File: src/rtl/alu_flag_stage_pkg.sv
// Shared constants and helpers for the ALU flag stage: condition codes and
// flag bit positions within the {c,v,n,z} flag nibble.
package alu_flag_stage_pkg;

   localparam int unsigned COND_W  = 3;
   localparam int unsigned FLAGS_W = 4;

   localparam int unsigned FLAG_Z = 0;
   localparam int unsigned FLAG_N = 1;
   localparam int unsigned FLAG_V = 2;
   localparam int unsigned FLAG_C = 3;

   typedef enum logic [COND_W-1:0] {
      COND_NEVER = 3'd0,
      COND_ALWAYS = 3'd1,
      COND_EQ = 3'd2,
      COND_NE = 3'd3,
      COND_LT = 3'd4,
      COND_GE = 3'd5,
      COND_LTU = 3'd6,
      COND_GEU = 3'd7
   } cond_e;

   // Place individual flags at their architectural bit positions.
   function automatic logic [FLAGS_W-1:0] pack_flags(input logic c, input logic v,
                                                     input logic n, input logic z);
      logic [FLAGS_W-1:0] f;
      f         = '0;
      f[FLAG_C] = c;
      f[FLAG_V] = v;
      f[FLAG_N] = n;
      f[FLAG_Z] = z;
      return f;
   endfunction

endpackage

File: src/rtl/alu_flag_stage_skid_buffer.sv
// Generic two-entry valid/ready buffer: main register drives the outputs,
// skid register absorbs one beat of overflow so in_ready can be registered.
module alu_flag_stage_skid_buffer #(
   parameter int unsigned DATA_W = 8
) (
   input  logic              clk,
   input  logic              rst,
   input  logic              in_valid,
   output logic              in_ready,
   input  logic [DATA_W-1:0] in_data,
   output logic              out_valid,
   input  logic              out_ready,
   output logic [DATA_W-1:0] out_data
);

   logic              s_valid;
   logic [DATA_W-1:0] s_data;

   logic              m_valid_nxt;
   logic [DATA_W-1:0] m_data_nxt;
   logic              s_valid_nxt;
   logic [DATA_W-1:0] s_data_nxt;
   logic              acc;
   logic              emit;

   assign acc  = in_valid && in_ready;
   assign emit = out_valid && out_ready;

   // Next-state for both entries; S only fills while M is stalled.
   always_comb begin
      m_valid_nxt = out_valid;
      m_data_nxt  = out_data;
      s_valid_nxt = s_valid;
      s_data_nxt  = s_data;
      if (!out_valid) begin
         if (acc) begin
            m_valid_nxt = 1'b1;
            m_data_nxt  = in_data;
         end
      end else if (emit) begin
         if (s_valid) begin
            m_data_nxt  = s_data;
            s_valid_nxt = 1'b0;
         end else if (acc) begin
            m_data_nxt = in_data;
         end else begin
            m_valid_nxt = 1'b0;
         end
      end else if (acc) begin
         s_valid_nxt = 1'b1;
         s_data_nxt  = in_data;
      end
   end

   always_ff @(posedge clk or posedge rst) begin
      if (rst) begin
         out_valid <= 1'b0;
         out_data  <= '0;
         s_valid   <= 1'b0;
         s_data    <= '0;
         in_ready  <= 1'b1;
      end else begin
         out_valid <= m_valid_nxt;
         out_data  <= m_data_nxt;
         s_valid   <= s_valid_nxt;
         s_data    <= s_data_nxt;
         in_ready  <= !s_valid_nxt;
      end
   end

endmodule

File: src/rtl/alu_flag_stage.sv
// Stage after the add/sub unit: buffers result+flags, evaluates the branch
// condition on the operation's own flags, and keeps the architectural flags.
module alu_flag_stage
   import alu_flag_stage_pkg::*;
#(
   parameter int unsigned WIDTH = 16
) (
   input  logic               clk,
   input  logic               rst,
   input  logic               in_valid,
   output logic               in_ready,
   input  logic [WIDTH-1:0]   in_result,
   input  logic               in_z,
   input  logic               in_v,
   input  logic               in_n,
   input  logic               in_c,
   input  logic [COND_W-1:0]  in_cond,
   input  logic               in_flag_we,
   output logic               out_valid,
   input  logic               out_ready,
   output logic [WIDTH-1:0]   out_result,
   output logic               out_taken,
   output logic [FLAGS_W-1:0] out_flags,
   output logic [FLAGS_W-1:0] flags_q
);

   localparam int unsigned PAYLOAD_W = WIDTH + 1 + FLAGS_W;

   logic [FLAGS_W-1:0]   in_flags;
   logic                 taken;
   logic                 acc;
   logic [PAYLOAD_W-1:0] in_payload;
   logic [PAYLOAD_W-1:0] out_payload;

   // Branch condition decode on the incoming beat's flags.
   always_comb begin
      in_flags = pack_flags(in_c, in_v, in_n, in_z);
      taken    = 1'b0;
      case (cond_e'(in_cond))
         COND_NEVER:  taken = 1'b0;
         COND_ALWAYS: taken = 1'b1;
         COND_EQ:     taken = in_flags[FLAG_Z];
         COND_NE:     taken = !in_flags[FLAG_Z];
         COND_LT:     taken = in_flags[FLAG_N] ^ in_flags[FLAG_V];
         COND_GE:     taken = !(in_flags[FLAG_N] ^ in_flags[FLAG_V]);
         COND_LTU:    taken = !in_flags[FLAG_C];
         COND_GEU:    taken = in_flags[FLAG_C];
         default:     taken = 1'b0;
      endcase
   end

   assign in_payload = {in_result, taken, in_flags};
   assign acc        = in_valid && in_ready;

   alu_flag_stage_skid_buffer #(
      .DATA_W(PAYLOAD_W)
   ) u_skid (
      .clk      (clk),
      .rst      (rst),
      .in_valid (in_valid),
      .in_ready (in_ready),
      .in_data  (in_payload),
      .out_valid(out_valid),
      .out_ready(out_ready),
      .out_data (out_payload)
   );

   assign {out_result, out_taken, out_flags} = out_payload;

   // Architectural flags follow acceptance, not emission.
   always_ff @(posedge clk or posedge rst) begin
      if (rst) begin
         flags_q <= '0;
      end else if (acc && in_flag_we) begin
         flags_q <= in_flags;
      end
   end

endmodule

File: config.mk
export PLATFORM = sky130hd
export DESIGN_NAME = alu_flag_stage
export DESIGN_NICKNAME = d
export VERILOG_FILES = /design/src/rtl/alu_flag_stage_pkg.sv /design/src/rtl/alu_flag_stage_skid_buffer.sv /design/src/rtl/alu_flag_stage.sv
export SDC_FILE = /design/constraint.sdc
export NUM_CORES = 1
export LEC_CHECK = 0
export ABC_AREA = 1
export CAP_MARGIN = 30
export CORE_MARGIN = 2
export CORE_UTILIZATION = 48
export DETAILED_ROUTE_END_ITERATION = 8
export GPL_ROUTABILITY_DRIVEN = 1
export PLACE_DENSITY = 0.77
export SETUP_SLACK_MARGIN = 0.02
export SYNTH_ARGS = -nofsm -noshare
export SYNTH_HDL_FRONTEND = slang
export SYNTH_SLANG_ARGS = --single-unit
File: constraint.sdc
create_clock -name clk -period 1.8 [get_ports clk]
set_input_delay 0.27 -clock clk [delete_from_list [all_inputs] [get_ports clk]]
set_output_delay 0.27 -clock clk [all_outputs]
set_load 0.03 [all_outputs]
## After elaboration in Yosys (flattened, before gate mapping)

Cells that the tools add are included.

- Register bits after elaboration: 49
- Input port bits: 28

- Eq/ne operators: 8
- Multiplexer cells: 12
- Bitwise gates (word level): 2
- Reduce and logical (&&, ||, !) cells: 9

Operators with widths:

| cell | number |
|---|---|
| $mux 21 | 4 |
| $eq 3x3->1 const B | 4 |
| $pmux 1 s8 | 1 |
| $mux 1 | 7 |
| $eq 3x2->1 const B | 2 |
| $logic_not 1->1 | 4 |
| $eq 3x1->1 const B | 1 |
| $logic_and 1x1->1 | 3 |
| $logic_not 3->1 | 1 |
| $reduce_and 3->1 | 1 |
| $ne 2x2->1 const B | 1 |
| $not 1->1 | 1 |
| $xor 1x1->1 | 1 |

## Depth between registers and ports, before layout

- Depth after elaboration: 7
- Mapped depth: 9
- Gate-level depth less buffers: 9

## By module

From an unflattened synthesis, not the netlist that was laid out.

- Cells, all modules: 342
- Area total of the unflattened synthesis: 2423.6 µm²

Modules (own cells, without submodules):

| module | instances | cells an instance | area an instance (µm²) | seq. area each (µm²) |
|---|---|---|---|---|
| alu_flag_stage_skid_buffer | 1 | 306 | 2188.3 | 1127.3 |
| alu_flag_stage | 1 | 36 | 235.2 | 100.1 |

## Worst setup path after synthesis

Ideal clock, no wire load.

- Path kind: reg2reg
- From: register u_skid.in_ready
- To: register u_skid.out_data[0]
- Arrival time: 1.320 ns
- Data required time: 1.675 ns
- Path slack: 0.355 ns
- Cell stages (with the launch flop): 5
- Path through: dfstp_2 > nand2_1 > nand2_2 > nand2_1 > mux2_2

- Longest elaborated chain between the ends: 5

Ends and longest elaborated chain:

| element | line | text |
|---|---|---|
| start: declaration | alu_flag_stage_skid_buffer.sv:9 | `output logic in_ready,` |
| start signal: assignment | alu_flag_stage_skid_buffer.sv:67 | `in_ready <= !s_valid_nxt;` |
| $logic_and 1x1->1 (*) | alu_flag_stage_skid_buffer.sv:26 | `assign acc = in_valid && in_ready;` |
| $mux 21 (*) | - |  |
| $mux 21 (2 in series) | - |  |
| $mux 21 (*) | - |  |
| end signal: assignment | alu_flag_stage_skid_buffer.sv:64 | `out_data <= m_data_nxt;` |
| end: declaration | alu_flag_stage_skid_buffer.sv:13 | `output logic [DATA_W-1:0] out_data` |

Every way passes the cells marked *; elsewhere a longest branch is shown, timed or not. The select of a mux whose other input is x is not followed.
A chain may end at the register's enable or synchronous reset.

## Worst setup path after layout

- From: register u_skid.out_valid
- To: output port out_valid

RTL lines:

| element | line | text |
|---|---|---|
| start: declaration | alu_flag_stage_skid_buffer.sv:11 | `output logic out_valid,` |
| start signal: assignment | alu_flag_stage_skid_buffer.sv:63 | `out_valid <= m_valid_nxt;` |
| end: declaration | alu_flag_stage.sv:19 | `output logic out_valid,` |

No word-level cell between the ends.

==> run metrics <==
layout cells sized above 1 a little under a tenth; yosys warns 0; post-CTS resize count 0; critical path's top delay family buffers and inverters; Worst path max stage delay ~690 ps; Int Pwr around 3 mW; final setup TNS 0 ps; top sig layer met4; final core occ approximately two thirds; Worst-Margin Slew between 400 and 500 ps; synthesized flop and latch total between 40 and 50; clock slew seen by the registers of the worst setup and hold paths ~90 ps; synth-to-layout area growth 34.2%; largest family of logic cells by synthesized area simple AND/OR/NAND/NOR gates; Final GP Congestion 0.793; Post-Layout Cell Count 344; slowest CP cell clkdlybuf4s50_1; Final Slew Violations 0; reg2reg path depth 5; sequential power share a little under two fifths; hold_buf cts 0; final setup vio count 0; final instance area around 0.0028 sq mm; status completed; initial antenna violation count 0; simple-gate share of the synthesized area between 10% and 20%; IO Pins 55; dpl hpwl approximately 3300 um; Sw Share 41.4%; Post-Route WL about 4800 um; largest net degree at the start of global routing 36; GRT Resource Usage Total 21.1%; DIE HEIGHT between 70 and 80 um; final hold vios 0; CTS tree done; vias in the first global route 1779; post-synth cell types 20; Die X about 70 um; xor/xnor share of the synthesized area 0%; PD cells between 1500 and 2000 mW/mm^2; relative slew slack 71.8%; Met3 Routed Length about 190 um; Synth area leader dfrtp_1; Post-DP Area approximately 0.0027 sq mm; EDFF count, synth 0; remaining global-route overflow 0; WL met1 approximately 2200 um; Hold WS 245 ps; Starting Density around 49%; worst-path cell chain clkdlybuf4s50_1; adder-cell share of the synthesized area 0%; worst hold path type input port to async pin; clock group share of total power between 10% and 20%; first drt pass iteration count 7; Worst Path Arrival around 1400 ps; Max Cap Violations 0; synth top area cells dfrtp_1 57%, nand2_1 14%, a21oi_1 7.4%; Setup crit start kind flop; ys async rst share 100%; leakage between 1 and 1.5 nW; row count 24; post-route ant nets 0; # DRC 0; Max FO, Critical Path 5; Clock Latency Late Sink 300 ps; part of the Yosys area used for sequential elements around three fifths; Top FF cell, synth dfrtp_1; post-synth net total 261; compound-cell area share of the yosys netlist ~15%; Placed Instances between 300 and 400; cell with the most instances after synthesis nand2_1; Tcrit/Tclk final 94.0%; Vias 1796; post-CTS setup buffer count 0; CTS buffer count 5; Mapped Avg Cell Area ~9 sq um; Levels on crit path 1; top cells by count, synth 80 x nand2_1, 48 x dfrtp_1, 31 x a21oi_1; met2 WL post-DR ~2300 um; Combinational Power Share between 40% and 50%; clk_skew around 2.4 ps; initial detailed-routing violation count approximately 90; CP Capture Type primary output; Max Buffers Root-to-Sink 2; Max VDD drop 0.000857 V; WS Path Type flop to primary output; Fmax achieved 591 MHz; Core Region ~0.0043 sq mm; unrepaired setup endpoints after global routing false; synthesized cell area between 0.002 and 0.0025 sq mm; CTS H-tree lvls 2; total net switching power around 2.1 mW; # diodes 0; share of the synthesized area in the top cell type between 50 and 60%; PortBufs 54; Crit path required time 1530 ps; WP buf/inv 1; post-synthesis mux area share ~2.7%; Mapped Cells 233; first-pass GRT wire length 8190 um; Via density between 5 and 6; layout net count 319; Avg WL per Cell 13.8 um; CTS Root Cell clkbuf_8; crit path time final approximately 1700 ps; die area 0.00492 sq mm; Sink Count between 40 and 50
[per-stage QoR]
step	power, mW	worst slack [ps]
floorplan	3.49	355
global placement	4.38	199
detailed placement	4.45	161
CTS	5.15	27.6
global route	5.48	70.8
finish	5.13	108
[area by class of cell]
class	count	area, sq um
clock buffer	7	96.3
clock inverter	1	5.00
fill	370	1480
inverter	15	56.3
multi-input combinational	159	759
sequential	49	1230
tap	52	65.1
timing repair buffer	61	608
[flip-flops by register name, summed over array words and instances (netlist names)]
register and count:
u_skid.out_valid 1, u_skid.s_data 21, u_skid.out_data 21, flags_q 4, u_skid.in_ready 1, u_skid.s_valid 1
[worst paths after layout]
kind                             startpoint             endpoint  slack (ps)
setup / recovery           u_skid.out_valid            out_valid         110
hold reg to reg              u_skid.s_valid      u_skid.in_ready         430
min in group clk             u_skid.s_valid      u_skid.in_ready         430
hold / removal                          rst  u_skid.out_data[20]         250
setup reg to reg           u_skid.out_valid  u_skid.out_data[12]         340
max in group asynchronous               rst    u_skid.s_data[17]        1070
[cells by family (layout without fill, tap and decap cells)]
logic type      count (synthesis)  after routing
compound gates                 61             61
mux                             5              5
simple gates                   93             93
buf+inv                        25             84
flops                          49             49
[power by group through the flow]
stage	clock network, mW	registers [mW]	logic [mW]
after global placement	0	1.94	2.44
final	0.706	1.94	2.48
after global routing	0.755	2.01	2.72
after detailed placement	0	1.96	2.49
after floorplan	0	2.50	0.990
after CTS	0.714	1.94	2.50
[cell usage in the layout, fill, tap and decap left out, drive strengths merged]
cell | netlist | routed
clkbuf | 2 | 7
clkinv | 0 | 1
dlymetal6s2s | 0 | 1
dfrtp | 48 | 48
nand4 | 1 | 1
dfstp | 1 | 1
nand3 | 6 | 6
o22ai | 15 | 15
nand2 | 83 | 83
o21ai | 15 | 15
buf | 8 | 7
nor2 | 3 | 3
clkdlybuf4s50 | 0 | 53
mux2 | 5 | 5
inv | 15 | 15
a21oi | 31 | 31
[metal layers]
| metal | GRT usage, % | up-vias |
|---|---|---|
| met5 | 0 | - |
| met4 | 6.84 | 0 |
| met3 | 4.04 | 6 |
| li1 | - | 889 |
| met1 | 29.0 | 861 |
| met2 | 34.0 | 40 |
Note: power is estimated with default switching activity, not from simulation.
